## src/rtl/crossbar_pkg.sv

```systemverilog
// Shared constants for the 2x2 crossbar scheduler: switch settings and destination encodings.
package crossbar_pkg;

    localparam logic CTRL_STRAIGHT = 1'b0;
    localparam logic CTRL_CROSS    = 1'b1;
    localparam logic DEST_OUT0     = 1'b0;
    localparam logic DEST_OUT1     = 1'b1;

    // Setting implied by a single routed word: straight when source index equals destination.
    function automatic logic route_setting(input logic src, input logic dest);
        return (src == dest) ? CTRL_STRAIGHT : CTRL_CROSS;
    endfunction

endpackage

```

## src/rtl/rr_arbiter_2.sv

```systemverilog
// Two-requester round-robin arbiter; the priority flop moves to the loser when advance is pulsed.
module rr_arbiter_2 (
    input  logic       clk,
    input  logic       rst,
    input  logic [1:0] req,
    input  logic       advance,
    output logic [1:0] grant
);

    logic r_prio;

    always_comb begin
        grant = req;
        if (req == 2'b11) begin
            grant = r_prio ? 2'b10 : 2'b01;
        end
    end

    // With two requesters, handing priority to the loser is a plain toggle.
    always_ff @(posedge clk or posedge rst) begin
        if (rst) begin
            r_prio <= 1'b0;
        end else if (advance) begin
            r_prio <= ~r_prio;
        end
    end

endmodule

```

## src/rtl/crossbar_2x2_sched.sv

```systemverilog
// 2x2 crossbar front-end: grants inputs to single-word output slots, round-robin on conflicts,
// tracks the applied switch setting and a saturating conflict count.
module crossbar_2x2_sched
    import crossbar_pkg::*;
#(
    parameter int WIDTH = 4,
    parameter int CNT_W = 8
) (
    input  logic             clk,
    input  logic             rst,
    input  logic             in0_valid,
    input  logic [WIDTH-1:0] in0_data,
    input  logic             in0_dest,
    output logic             in0_ready,
    input  logic             in1_valid,
    input  logic [WIDTH-1:0] in1_data,
    input  logic             in1_dest,
    output logic             in1_ready,
    output logic             out0_valid,
    output logic [WIDTH-1:0] out0_data,
    input  logic             out0_ready,
    output logic             out1_valid,
    output logic [WIDTH-1:0] out1_data,
    input  logic             out1_ready,
    output logic             control,
    output logic [CNT_W-1:0] conflict_cnt
);

    logic [1:0]       r_valid;
    logic [WIDTH-1:0] r_data0;
    logic [WIDTH-1:0] r_data1;
    logic             r_control;
    logic [CNT_W-1:0] r_cnt;

    logic [1:0] w_out_ready;
    logic [1:0] w_slot_free;
    logic [1:0] w_take0;
    logic [1:0] w_take1;
    logic [1:0] w_arb_grant;
    logic       w_conflict;
    logic       w_grant0;
    logic       w_grant1;
    logic       w_acc0;
    logic       w_acc1;
    logic       w_advance;

    assign w_out_ready = {out1_ready, out0_ready};
    assign w_conflict  = in0_valid & in1_valid & (in0_dest == in1_dest);

    rr_arbiter_2 u_arb (
        .clk     (clk),
        .rst     (rst),
        .req     ({in1_valid, in0_valid}),
        .advance (w_advance),
        .grant   (w_arb_grant)
    );

    // The arbiter only decides on conflict; non-conflicting valid inputs are always granted.
    assign w_grant0 = in0_valid & (~w_conflict | w_arb_grant[0]);
    assign w_grant1 = in1_valid & (~w_conflict | w_arb_grant[1]);

    // Ready depends combinationally on downstream ready (same-cycle drain, no bubble).
    assign in0_ready = w_grant0 & w_slot_free[in0_dest];
    assign in1_ready = w_grant1 & w_slot_free[in1_dest];
    assign w_acc0    = in0_valid & in0_ready;
    assign w_acc1    = in1_valid & in1_ready;
    assign w_advance = w_conflict & (w_acc0 | w_acc1);

    generate
        for (genvar gi = 0; gi < 2; gi++) begin : g_slot
            assign w_slot_free[gi] = ~r_valid[gi] | w_out_ready[gi];
            assign w_take0[gi]     = w_acc0 & (in0_dest == 1'(gi));
            assign w_take1[gi]     = w_acc1 & (in1_dest == 1'(gi));
        end
    endgenerate

    always_ff @(posedge clk or posedge rst) begin
        if (rst) begin
            r_valid <= 2'b00;
            r_data0 <= '0;
            r_data1 <= '0;
        end else begin
            for (int i = 0; i < 2; i++) begin
                if (w_take0[i] | w_take1[i]) begin
                    r_valid[i] <= 1'b1;
                end else if (w_out_ready[i]) begin
                    r_valid[i] <= 1'b0;
                end
            end
            if (w_take0[0]) begin
                r_data0 <= in0_data;
            end else if (w_take1[0]) begin
                r_data0 <= in1_data;
            end
            if (w_take0[1]) begin
                r_data1 <= in0_data;
            end else if (w_take1[1]) begin
                r_data1 <= in1_data;
            end
        end
    end

    // Two simultaneous accepts always imply the same setting, so in0 can take precedence.
    always_ff @(posedge clk or posedge rst) begin
        if (rst) begin
            r_control <= CTRL_STRAIGHT;
        end else if (w_acc0) begin
            r_control <= route_setting(1'b0, in0_dest);
        end else if (w_acc1) begin
            r_control <= route_setting(1'b1, in1_dest);
        end
    end

    always_ff @(posedge clk or posedge rst) begin
        if (rst) begin
            r_cnt <= '0;
        end else if (w_advance && (r_cnt != {CNT_W{1'b1}})) begin
            r_cnt <= r_cnt + 1'b1;
        end
    end

    assign out0_valid   = r_valid[0];
    assign out1_valid   = r_valid[1];
    assign out0_data    = r_data0;
    assign out1_data    = r_data1;
    assign control      = r_control;
    assign conflict_cnt = r_cnt;

endmodule
```

## config.mk

```make
export PLATFORM = sky130hd
export DESIGN_NAME = crossbar_2x2_sched
export DESIGN_NICKNAME = d
export VERILOG_FILES = /design/src/rtl/crossbar_pkg.sv /design/src/rtl/rr_arbiter_2.sv /design/src/rtl/crossbar_2x2_sched.sv
export SDC_FILE = /design/constraint.sdc
export NUM_CORES = 1
export LEC_CHECK = 0
export ABC_AREA = 1
export ABC_CLOCK_PERIOD_IN_PS = 1600
export BUFFER_PORTS_ARGS = -buffer_cell sky130_fd_sc_hd__buf_2
export CAP_MARGIN = 10
export CORE_UTILIZATION = 29
export CTS_BUF_LIST = sky130_fd_sc_hd__clkbuf_4 sky130_fd_sc_hd__clkbuf_8
export DETAILED_ROUTE_END_ITERATION = 7
export GPL_ROUTABILITY_DRIVEN = 0
export PLACE_DENSITY = 0.51
export SLEW_MARGIN = 10
export SYNTH_ARGS = -nofsm -noshare
export SYNTH_HDL_FRONTEND = slang
export SYNTH_SLANG_ARGS = --single-unit
```

## constraint.sdc

```tcl
create_clock -name clk -period 1.6 [get_ports clk]
set_clock_uncertainty 0.1 [all_clocks]
set_input_delay 0.16 -clock clk [delete_from_list [all_inputs] [get_ports clk]]
set_output_delay 0.16 -clock clk [all_outputs]
set_load 0.01 [all_outputs]
```

Yosys cells after proc, flatten, opt, wreduce, memory -nomap -nowiden
Cells that the tools add are included.
{"block": "word_totals", "regBits": 20, "input_bits": 16, "output_inout_bits": 21, "word_cells": 63}
{"block": "op_classes", "n_addsub": 1, "n_eq_ne": 3, "reduce_logical": 6, "n_lt_le_gt_ge": 2, "mux": 18, "bitwise_logic": 26}
{"op": "4-bit 2-to-1 mux", "count": 4}
{"op": "1-bit AND", "count": 13}
{"op": "1-bit 2-to-1 mux", "count": 12}
{"op": "2-bit nonzero test", "count": 5}
{"op": "8-bit by 1-bit adder with 8-bit output (second input constant)", "count": 1}
{"op": "8-bit inequality test (second input constant)", "count": 1}
{"op": "1-bit OR", "count": 7}
{"op": "1-bit inverter", "count": 6}
{"op": "1-bit by 2-bit < comparator with 1-bit output (second input constant)", "count": 2}
{"op": "2-bit 2-to-1 mux", "count": 2}
{"op": "2-bit equality test (second input constant)", "count": 1}
{"op": "1-bit equality test", "count": 1}
{"op": "1-bit logical AND", "count": 1}

Logic depth before layout (Yosys ltp)
Gate-level depths: netlist of the first run.
{"block": "depth", "ltp_word": 10, "mapped_depth": 10, "ltp_nobuf": 9}

Modules after synthesis
A second synthesis of the first run with hierarchy kept.
{"block": "hier_totals", "cells_unflattened": 175, "area_unflattened_um2": 1300.0}
{"mod": "crossbar_2x2_sched", "seq_area_each_um2": 475.5, "cells_per_inst": 163, "instances": 1, "area_per_inst_um2": 1231.2}
{"mod": "rr_arbiter_2", "seq_area_each_um2": 25.0, "cells_per_inst": 12, "instances": 1, "area_per_inst_um2": 68.8}

Worst setup path before layout of the first run
Ideal clock, no wire load.
{"block": "synth_path", "path_type": "register to register", "start": "register r_cnt[0], in the netlist conflict_cnt[0]", "end": "register r_cnt[6], in the netlist conflict_cnt[6]", "synth_period_minus_slack_ns": 1.486, "stages_incl_launch_ff": 10, "arrival_ns": 1.269, "setup_slack_ns": 0.114, "t_required_ns": 1.383, "setup_time_ns": 0.117, "path_buffers": 0, "cell_sequence": "dfrtp_1 -> ha_1 -> nand2_1 -> inv_1 -> nand3_1 -> nor2_1 -> nand2_2 -> nand3_4 -> nand2_1 -> nand2_1"}
{"block": "synth_via", "elab_chain_cells": 2, "elab_cells_between_ends": 3, "classes_between": "add/sub: 1; eq/ne: 1; reduce/logical: 1"}
{"element": "start, declared", "line_no": "crossbar_2x2_sched.sv:33", "rtl": "logic [CNT_W-1:0] r_cnt;"}
{"element": "start signal, assigned", "line_no": "crossbar_2x2_sched.sv:118", "rtl": "r_cnt <= r_cnt + 1'b1;"}
{"element": "branches (longest 2 deep; another with 8-bit by 1-bit adder with 8-bit output)"}
Parallel ways; which one is timed is not known.
A chain may end at the register's enable or synchronous reset.

Worst setup path after layout of the first run
{"block": "layout_path", "start": "register r_valid[1]", "end": "output port in1_ready"}
{"block": "layout_via", "elab_chain_cells": 5}
{"element": "start, declared", "line_no": "crossbar_2x2_sched.sv:29", "rtl": "logic [1:0] r_valid;"}
{"element": "start signal, assigned", "line_no": "crossbar_2x2_sched.sv:79", "rtl": "r_valid <= 2'b00;"}
{"element": "start signal, assigned by index", "line_no": "crossbar_2x2_sched.sv:85", "rtl": "r_valid[i] <= 1'b1;"}
{"element": "start signal, assigned by index", "line_no": "crossbar_2x2_sched.sv:87", "rtl": "r_valid[i] <= 1'b0;"}
{"element": "1-bit inverter", "line_no": "crossbar_2x2_sched.sv:71", "rtl": "assign w_slot_free[gi] = ~r_valid[gi] | w_out_ready[gi];"}
{"element": "1-bit OR", "line_no": "crossbar_2x2_sched.sv:71"}
{"element": "1-bit 2-to-1 mux (implied by the code) (2 in series)", "line_no": "crossbar_2x2_sched.sv:64", "rtl": "assign in1_ready = w_grant1 & w_slot_free[in1_dest];"}
{"element": "1-bit AND", "line_no": "crossbar_2x2_sched.sv:64"}
{"element": "end, declared", "line_no": "crossbar_2x2_sched.sv:18", "rtl": "output logic in1_ready,"}
No other way between the ends. The select of a mux whose other input is x is not followed.

==> metrics.cfg, run 1 <==
[status]
status=complete, no violations

[synthesis]
ys_ff_latch=20
yosysTopAreaCellShare=0.392
synth.distinct_cells=20
syn_area_sq_um=1280
synth_fp_nets=183
synthCells=166
synth_top_family_by_area=simple AND/OR/NAND/NOR gates
yosys.area_share.simple=0.481
synth_compound_area_frac=0.0147
synthTopCellsByArea=dfrtp_1 39%, nand2_1 17%, nand3_1 6.7%
synthXorXnorAreaFrac=0.0206
ys_warn_count=0
yosys.area_share.adder=0.00979
synthMuxAreaShare=0
yosys.area.top_type=dfrtp_1
synth_seq_area_share=0.392
synth_area_per_cell_sq_um=7.70

[worst_setup_path]
rrSetupSlack_ps=130
r2r-end=out0_data[2]$_DFFE_PP0P_
worst_path_dominant_cell_family=flip-flops
cp.arrival_ps=1280
crit_required_ps=1340
worstRegToRegCells=9
critPathKind=reg2out
reg2reg_from=r_valid[1]$_DFFE_PP0P_
cp-start-kind=register
cp_slowest_cell=dfrtp_1
path_cells=nand3_2, nand2_2, nor2_4, nand2_4, inv_2, buf_6
worstSetupEndpointType=output port
critPathBufInv=2
path_max_fanout=4
critPathMaxStageDelay_ps=430

[clock_network]
cts_buffer_depth=2
cts.clk_slew.worst_paths_ps=80
numClockSinks=20
cts_tree=built
numCtsBuffers=3
clkLatencyLatePin_ps=260
h-tree-depth=1
cts-root-buf=clkbuf_8

[route]
vias=1215
wirelength_um=3020
wire_per_inst_um=11.4
drc=0
firstDrtPassIters=4
drtIter0Drc=42
ant_nets=0
viasPerCell=4.58

[power_and_ir_drop]
p_seq_frac=0.417
switching_share=0.347
p_switching_w=0.000566
p_per_area_nw_per_um2=976
clkPwrFrac=0.242
ir_drop_mv=0.530
p_int_w=0.00107
leakage_nw=0.918
combPwrFrac=0.341

[min_path]
whs_endpoint=out0_data[1]$_DFFE_PP0P_
hold_depth=3
worstHoldPathType=in2reg
min_from=in0_data[1]

[sta]
worst_pin_slew_ps=340
finalCritPeriodShare=0.961
slew_headroom=0.773
setup_viol=0
hold_violations=0
period_needed_ps=1540
setup_ws_ps=62.1
fmax_mhz=650
drv_slew=0

[floorplanning]
num_rows=23
die_y_um=68.4
initial_core_util=0.310
coreArea_sq_um=4120
boundaryPins=37
dieArea_sq_um=4670
dieWidth_um=68.4

[layout]
syn_to_final_growth_pct=30.9
fin_util=0.406
drive_above_1_share=0.372
final_cell_mix=57 x nand2_1, 35 x buf_2, 20 x dfrtp_1
mostFrequentLayoutCell=nand2_1
finalNetCount=233
diodes=0
finalNonFillerCells=265

[global_route]
grt_pass1_vias=1086
grt_overflow=0
grt_max_degree=21
grt_usage=0.144
grt_pass1_wl_um=4950
antenna_found_initial=0

[place]
dp_slack_ps=65.5
portBuffers=36
dp_hpwl_um=2260
dp_cells=255

[run]
max-cap-violations=0

metal layers:
metal / vias up / share of wire / global-route usage
met2: 27 / 0.46 / 0.241
met4: 0 / 0.0076 / 0.0313
met5: - / 0 / 0
met1: 556 / 0.49 / 0.183
li1: 628 / - / -
met3: 4 / 0.040 / 0.0400
how the worst max path moves through the flow:
stage | to | start | cells after the start
finish | in1_ready | r_valid[1]$_DFFE_PP0P_ | 6
global route | in0_ready | r_valid[1]$_DFFE_PP0P_ | 6
CTS | in1_ready | r_valid[1]$_DFFE_PP0P_ | 6
detailed placement | conflict_cnt[6]$_DFFE_PP0P_ | conflict_cnt[1]$_DFFE_PP0P_ | 9
global placement | conflict_cnt[3]$_DFFE_PP0P_ | conflict_cnt[1]$_DFFE_PP0P_ | 9
floorplan | conflict_cnt[6]$_DFFE_PP0P_ | conflict_cnt[0]$_DFFE_PP0P_ | 9
cells by family after synthesis:
| logic type | count (synthesis) |
|---|---|
| adders and majority gates | 1 |
| buffers and inverters | 26 |
| xor gates and xnor gates | 3 |
| AOI/OAI and AO/OA | 3 |
| and+or+nand+nor | 113 |
| DFF | 20 |
synth_stat cells, drive strengths merged:
cell type   n
ha          1
nand2      67
a21oi       1
xor2        1
buf         1
nand3b      1
o21ai       2
nor2        8
dfrtp      20
xnor2       2
nand3      24
inv        25
nand4      13
flip-flops by register name (all words and copies together) (netlist names):
register      flops
u_arb.r_prio      1
out1_data         4
r_valid           2
out0_data         4
control           1
conflict_cnt      8
worst min-delay path: stages:
cell,delay [ps]
buf_2,90
nand2_1,50
nand3_1,70
repair_timing:
action	in CTS	in global routing
hold endpoints to repair	20	0
hold buffers	1	0
setup buffers	1	3
endpoints found under the setup margin	2	16
gates cloned	0	1
gates resized for setup	1	11
pin swaps	1	9
stage by stage:
stage / TNS, ps / hold slack [ps] / cell area (sq um) / total power (W)
2_1_floorplan: 0 / 23.8 / 1280 / 0.00100
3_3_place_gp: 0 / 111 / 1540 / 0.00121
3_5_place_dp: 0 / 115 / 1540 / 0.00120
4_1_cts: 0 / 34.9 / 1620 / 0.00162
5_1_grt: -10.6 / 36.4 / 1670 / 0.00177
6_report: 0 / 36.8 / 1670 / 0.00163
power groups by stage:
stage	clock network, W	logic, W	registers (W)
final	0.000394	0.000556	0.000681
after global routing	0.000444	0.000630	0.000698
after CTS	0.000411	0.000525	0.000682
after detailed placement	0	0.000512	0.000692
after global placement	0	0.000517	0.000692
after floorplan	0	0.000262	0.000739
cell type report:
cell class,instances,area (sq um)
Timing Repair Buffer,45,256
Clock buffer,4,55.1
Sequential cell,20,500
Tap cell,50,62.6
Fill cell,455,2440
Multi-Input combinational cell,121,703
Inverter,25,93.8
No activity file was read; power rests on OpenSTA's default activity.
==> inputs of run 2 (changes only) <==
--- a/config.mk
+++ b/config.mk
@@ -6,15 +6,17 @@
 export NUM_CORES = 1
 export LEC_CHECK = 0
 export ABC_AREA = 1
-export ABC_CLOCK_PERIOD_IN_PS = 1600
+export ABC_CLOCK_PERIOD_IN_PS = 1400
 export BUFFER_PORTS_ARGS = -buffer_cell sky130_fd_sc_hd__buf_2
 export CAP_MARGIN = 10
+export CORE_ASPECT_RATIO = 2
 export CORE_UTILIZATION = 29
 export CTS_BUF_LIST = sky130_fd_sc_hd__clkbuf_4 sky130_fd_sc_hd__clkbuf_8
 export DETAILED_ROUTE_END_ITERATION = 7
 export GPL_ROUTABILITY_DRIVEN = 0
-export PLACE_DENSITY = 0.51
+export PLACE_DENSITY = 0.52
 export SLEW_MARGIN = 10
 export SYNTH_ARGS = -nofsm -noshare
 export SYNTH_HDL_FRONTEND = slang
+export SYNTH_HIERARCHICAL = 1
 export SYNTH_SLANG_ARGS = --single-unit
==> constraint.sdc (replaced) <==
create_clock -name clk -period 1.4 [get_ports clk]
set_clock_uncertainty 0.1 [all_clocks]
set_input_delay 0.14 -clock clk [delete_from_list [all_inputs] [get_ports clk]]
set_output_delay 0.14 -clock clk [all_outputs]
set_load 0.01 [all_outputs]
==> run 2 against run 1 <==
  * The flow now finishes with violations (negative setup slack)
  * Clock-buffer cell count unchanged
  * Wire length rose by 19%
  * Global-route usage grew 2.1 points
  * Critical path type unchanged
==> metrics.cfg, run 2 <==
[status]
status=complete, but fails checks
violations=negative setup slack

[sta]
period_needed_ps=1480
hold_violations=0
hold_ws_ps=23.4
fmax_mhz=675
rsz0062_at_grt=true
slew_headroom=0.832
finalCritPeriodShare=1.06
drv_slew=0
setup_viol=18
worst_pin_slew_ps=252
setup_ws_ps=-81.9

[layout]
mostFrequentLayoutCell=nand2_1
diodes=0
largest_reg_flops=8
syn_to_final_growth_pct=54.3
finalNetCount=262
final_cell_area_sq_um=2010
final_cell_mix=53 x nand2_1, 34 x buf_2, 22 x buf_4
drive_above_1_share=0.463

[clock_network]
numCtsBuffers=3
h-tree-depth=1
cts_buffer_depth=2
cts_tree=built
numClockSinks=20
clkLatencyLatePin_ps=250
cts.clk_slew.worst_paths_ps=70
cts-root-buf=clkbuf_8

[synthesis]
synth_seq_area_share=0.385
ys_warn_count=6
yosys.area.top_type=dfrtp_1
synth_area_per_cell_sq_um=7.43
synthCells=175
synth.most_common_cell=nand2_1
yosysTopAreaCellShare=0.385
ys_ff_latch=20
synthTopCellsByCount=60 x nand2_1, 25 x inv_1, 20 x dfrtp_1, 20 x nand3_1, 14 x nand4_1
synth-async-reset-ratio=1.00
synth_fp_nets=192
synthTopCellsByArea=dfrtp_1 38%, nand2_1 17%, nand3_1 7.7%
synth_edf_count=0
synth.distinct_cells=23
syn_area_sq_um=1300
ys.flop_type=dfrtp_1

[worst_setup_path]
worstSetupEndpointType=output port
cp-start-kind=register
crit_required_ps=1160
cp.arrival_ps=1240
critPathKind=reg2out
path_max_fanout=3
rrSetupSlack_ps=-60

[power_and_ir_drop]
finalPower_w=0.00212
p_switching_w=0.000748
p_per_area_nw_per_um2=1060
p_int_w=0.00138
clkPwrFrac=0.207
leakage_nw=1.07
ir_drop_mv=0.698
switching_share=0.352
combPwrFrac=0.414
p_seq_frac=0.379

[global_route]
grt_usage=0.166
grt_pass1_wl_um=6110
antenna_found_initial=0
grt_max_degree=12
grt_overflow=0
grt_pass1_vias=1359

[floorplanning]
die_y_um=96.7
dieWidth_um=49.3
initial_core_util=0.300
dieArea_sq_um=4770
boundaryPins=37
coreArea_sq_um=4340
num_rows=34

[route]
vias=1383
wire_per_inst_um=12.1
viasPerCell=4.64
highest_layer=met4
drtIter0Drc=17
wirelength_um=3590
firstDrtPassIters=4
drt-met1-wl_um=1260
drc=0
route.met2.wl_um=2190
route.met3.wl_um=89
ant_nets=0

[place]
portBuffers=36
dpl-instance-area_sq_um=1730
dp_hpwl_um=2850

[min_path]
worstHoldPathType=in2reg

[run]
max-cap-violations=0

-- run 2: cell count changes in the layout (fill, tap and decap cells not counted), sizes merged, moves of 2 or more --
| cell | change |
|---|---|
| nand4 | +3 |
| inv | +4 |
| nand3b | +2 |
| buf | +20 |
| nand3 | +2 |
-- run 2: final cells by class --
cell class	count	area (sq um)
timing repair buffer	65	444
inverter	30	130
clock buffer	4	55.1
multi-input combinational	125	808
sequential	20	500
fill	477	2330
tap	54	67.6
-- run 2: timing repair --
item / in CTS / in global routing
endpoints found under the hold margin: 20 / 0
buffers inserted: 6 / 1
gates cloned: 1 / 0
gates resized for setup: 22 / 17
endpoints found under the setup margin: 21 / 22
pin swaps: 21 / 11
hold buffers: 1 / 0
-- run 2: power groups by stage --
stage	Clock [W]	Combinational [W]	Sequential [W]
after floorplan	0	0.000321	0.000870
after global placement	0	0.000759	0.000803
after detailed placement	0	0.000766	0.000805
after CTS	0.000465	0.000856	0.000806
after global routing	0.000495	0.000978	0.000824
final	0.000439	0.000880	0.000805
-- run 2: final timing paths --
kind                       cells after the start                     start                       end
min reg2reg                                    2  out0_data[0]$_DFFE_PP0P_  out0_data[0]$_DFFE_PP0P_
max reg2reg                                    9    r_valid[0]$_DFFE_PP0P_  out1_data[1]$_DFFE_PP0P_
min in group asynchronous                      3                       rst  u_arb/r_prio$_DFFE_PP0P_
min                                            3               in0_data[0]  out1_data[0]$_DFFE_PP0P_
max in group asynchronous                      4                       rst    r_valid[0]$_DFFE_PP0P_
max                                            6    r_valid[0]$_DFFE_PP0P_                 in1_ready
-- run 2: cells by family after synthesis --
kind of cell,after synthesis,synth area share
and+or+nand+nor,118,0.478
buffers and inverters,31,0.0991
DFF,20,0.385
xor gates and xnor gates,3,0.0202
AOI/OAI and AO/OA,2,0.00769
adders and majority gates,1,0.00962
-- run 2: metal layers --
| metal | track usage | vias up |
|---|---|---|
| li1 | - | 703 |
| met2 | 0.339 | 28 |
| met5 | 0 | - |
| met1 | 0.162 | 648 |
| met3 | 0.0157 | 4 |
| met4 | 0.0475 | 0 |
-- run 2: worst max-delay path: stages (launching register included) --
cell	delay [ps]
dfrtp_1	390
nand2_2	140
nor2_2	60
nor2_4	160
nand2_4	90
inv_4	60
buf_6	90
-- run 2: through the flow --
step	TNS [ps]	util	setup slack, ps	cells
2_1_floorplan	-244	-	-54.0	175
3_3_place_gp	-1010	0.400	-124	285
3_5_place_dp	-978	0.400	-129	285
4_1_cts	-636	0.447	-129	297
5_1_grt	-2400	0.462	-151	298
6_report	-591	0.462	-81.9	298
==> inputs of run 3 (changes only) <==
--- a/config.mk
+++ b/config.mk
@@ -15,6 +15,7 @@
 export DETAILED_ROUTE_END_ITERATION = 7
 export GPL_ROUTABILITY_DRIVEN = 0
 export PLACE_DENSITY = 0.52
+export SETUP_SLACK_MARGIN = 0.1
 export SLEW_MARGIN = 10
 export SYNTH_ARGS = -nofsm -noshare
 export SYNTH_HDL_FRONTEND = slang
==> run 3 against run 2 <==
  * The run still ends with negative setup slack left
  * Wire length grew 0.89%
  * Sequential share of layout area grew 0.24 points
  * Setup slack worse by 17 ps
  * Critical endpoint is now in0_ready
==> metrics.cfg, run 3 (same netlist as run 2, synthesis figures left out) <==
[layout]
drive_above_1_share=0.452
largest_reg_flops=8
syn_to_final_growth_pct=52.8
diodes=0
final_cell_area_sq_um=1990
mostFrequentLayoutCell=nand2_1
final_cell_mix=51 x nand2_1, 33 x buf_2, 22 x buf_4
finalNetCount=259
num-fill-cells=476

[clock_network]
cts_buffer_depth=2
numCtsBuffers=3
clkLatencyLatePin_ps=260
numClockSinks=20
h-tree-depth=1
cts-root-buf=clkbuf_8
cts_tree=built
cts.clk_slew.worst_paths_ps=80

[worst_setup_path]
worst_path_dominant_cell_family=flip-flops
path_cells=a21oi_2, inv_1, nand4_4, nand2_4, inv_4, buf_6
cp.arrival_ps=1260
critPathKind=reg2out
critPathMaxStageDelay_ps=390
worstRegToRegCells=8
critPathBufInv=3
cp_slowest_cell=dfrtp_1
r2r-end=conflict_cnt[2]$_DFFE_PP0P_
rrSetupSlack_ps=-60
crit_required_ps=1160
path_max_fanout=4
reg2reg_from=r_valid[0]$_DFFE_PP0P_
worstSetupEndpointType=output port
cp-start-kind=register

[floorplanning]
die_y_um=96.7
initial_core_util=0.300
dieWidth_um=49.3
coreArea_sq_um=4340
boundaryPins=37
dieArea_sq_um=4770
num_rows=34

[sta]
drv_slew=0
setup_ws_ps=-98.5
rsz0062_at_grt=true
fmax_mhz=667
finalCritPeriodShare=1.07
period_needed_ps=1500
slew_headroom=0.736
hold_ws_ps=5.13
worst_pin_slew_ps=395
setup_viol=17
hold_violations=0

[global_route]
grt_pass1_vias=1344
grt_most_used_layer=met2
grt_usage=0.166
grt_overflow=0
use_met3=0.0142
grt_max_degree=14
grt_pass1_wl_um=6150
met1_usage=0.171
antenna_found_initial=0
use_met2=0.330

[power_and_ir_drop]
leakage_nw=1.07
ir_drop_mv=0.780
p_per_area_nw_per_um2=1080

[route]
drc=0
wire_per_inst_um=12.3
vias=1362
wirelength_um=3620
ant_nets=0
drtIter0Drc=22
viasPerCell=4.62
firstDrtPassIters=4

[min_path]
worstHoldPathType=in2reg
whs_endpoint=out1_data[2]$_DFFE_PP0P_
min_from=in0_data[2]
hold_depth=3

[run]
max-cap-violations=0

[place]
portBuffers=36
dp_slack_ps=-133
dpl-instance-area_sq_um=1730
dp_hpwl_um=2780

[status]
status=complete, but fails checks
violations=negative setup slack

## run 3: cell types whose count changed in the layout (fill, tap and decap cells not counted), sizes merged
cell,before,now
buf,64,61
## run 3: tightest hold or removal path: stages
cell and delay [ps]:
buf_2 80, nand2_1 40, nand3_1 60
## run 3: how the worst max path moves through the flow
stage,start,end,depth (start not counted)
after floorplan,r_valid[1]$_DFFE_PP0P_,u_arb/r_prio$_DFFE_PP0P_,10
after global placement,r_valid[0]$_DFFE_PP0P_,u_arb/r_prio$_DFFE_PP0P_,10
after detailed placement,r_valid[0]$_DFFE_PP0P_,u_arb/r_prio$_DFFE_PP0P_,10
after CTS,r_valid[0]$_DFFE_PP0P_,in0_ready,6
after global routing,r_valid[0]$_DFFE_PP0P_,out1_data[1]$_DFFE_PP0P_,8
final,u_arb/r_prio$_DFFE_PP0P_,in0_ready,6
## run 3: cell type report
class,instances,area (sq um),area share
timing repair buffer,62,425,0.214
inverter,30,123,0.0617
clock buffer,4,55.1,0.0277
sequential,20,500,0.252
tap,54,67.6,0.0340
multi-input combinational,125,816,0.411
## run 3: per-stage QoR
| step | util | instances | total power (W) | TNS (ps) |
|---|---|---|---|---|
| 2_1_floorplan | - | 175 | 0.00119 | -244 |
| 3_3_place_gp | 0.399 | 283 | 0.00157 | -1510 |
| 3_5_place_dp | 0.399 | 283 | 0.00157 | -1100 |
| 4_1_cts | 0.439 | 292 | 0.00210 | -842 |
| 5_1_grt | 0.458 | 295 | 0.00231 | -2790 |
| 6_report | 0.458 | 295 | 0.00215 | -804 |
## run 3: repair_timing
action,CTS,global route
hold buffers,1,0
pin swaps,14,12
hold endpoints to repair,7,0
endpoints found under the setup margin,22,23
buffers inserted,3,4
cloned,1,0
gates resized for setup,18,16
## run 3: report_power, final
| part | internal, W | switching [W] | leakage, nW |
|---|---|---|---|
| combinational | 0.000423 | 0.000454 | 0.785 |
| clock | 0.000251 | 0.000203 | 0.0288 |
| sequential | 0.000703 | 0.000113 | 0.253 |
| total | 0.00138 | 0.000770 | 1.07 |
## run 3: layer usage
metal,up-vias,share of wire
li1,698,-
met1,634,0.35
met2,25,0.61
met3,5,0.022
met4,0,0.015
met5,-,0
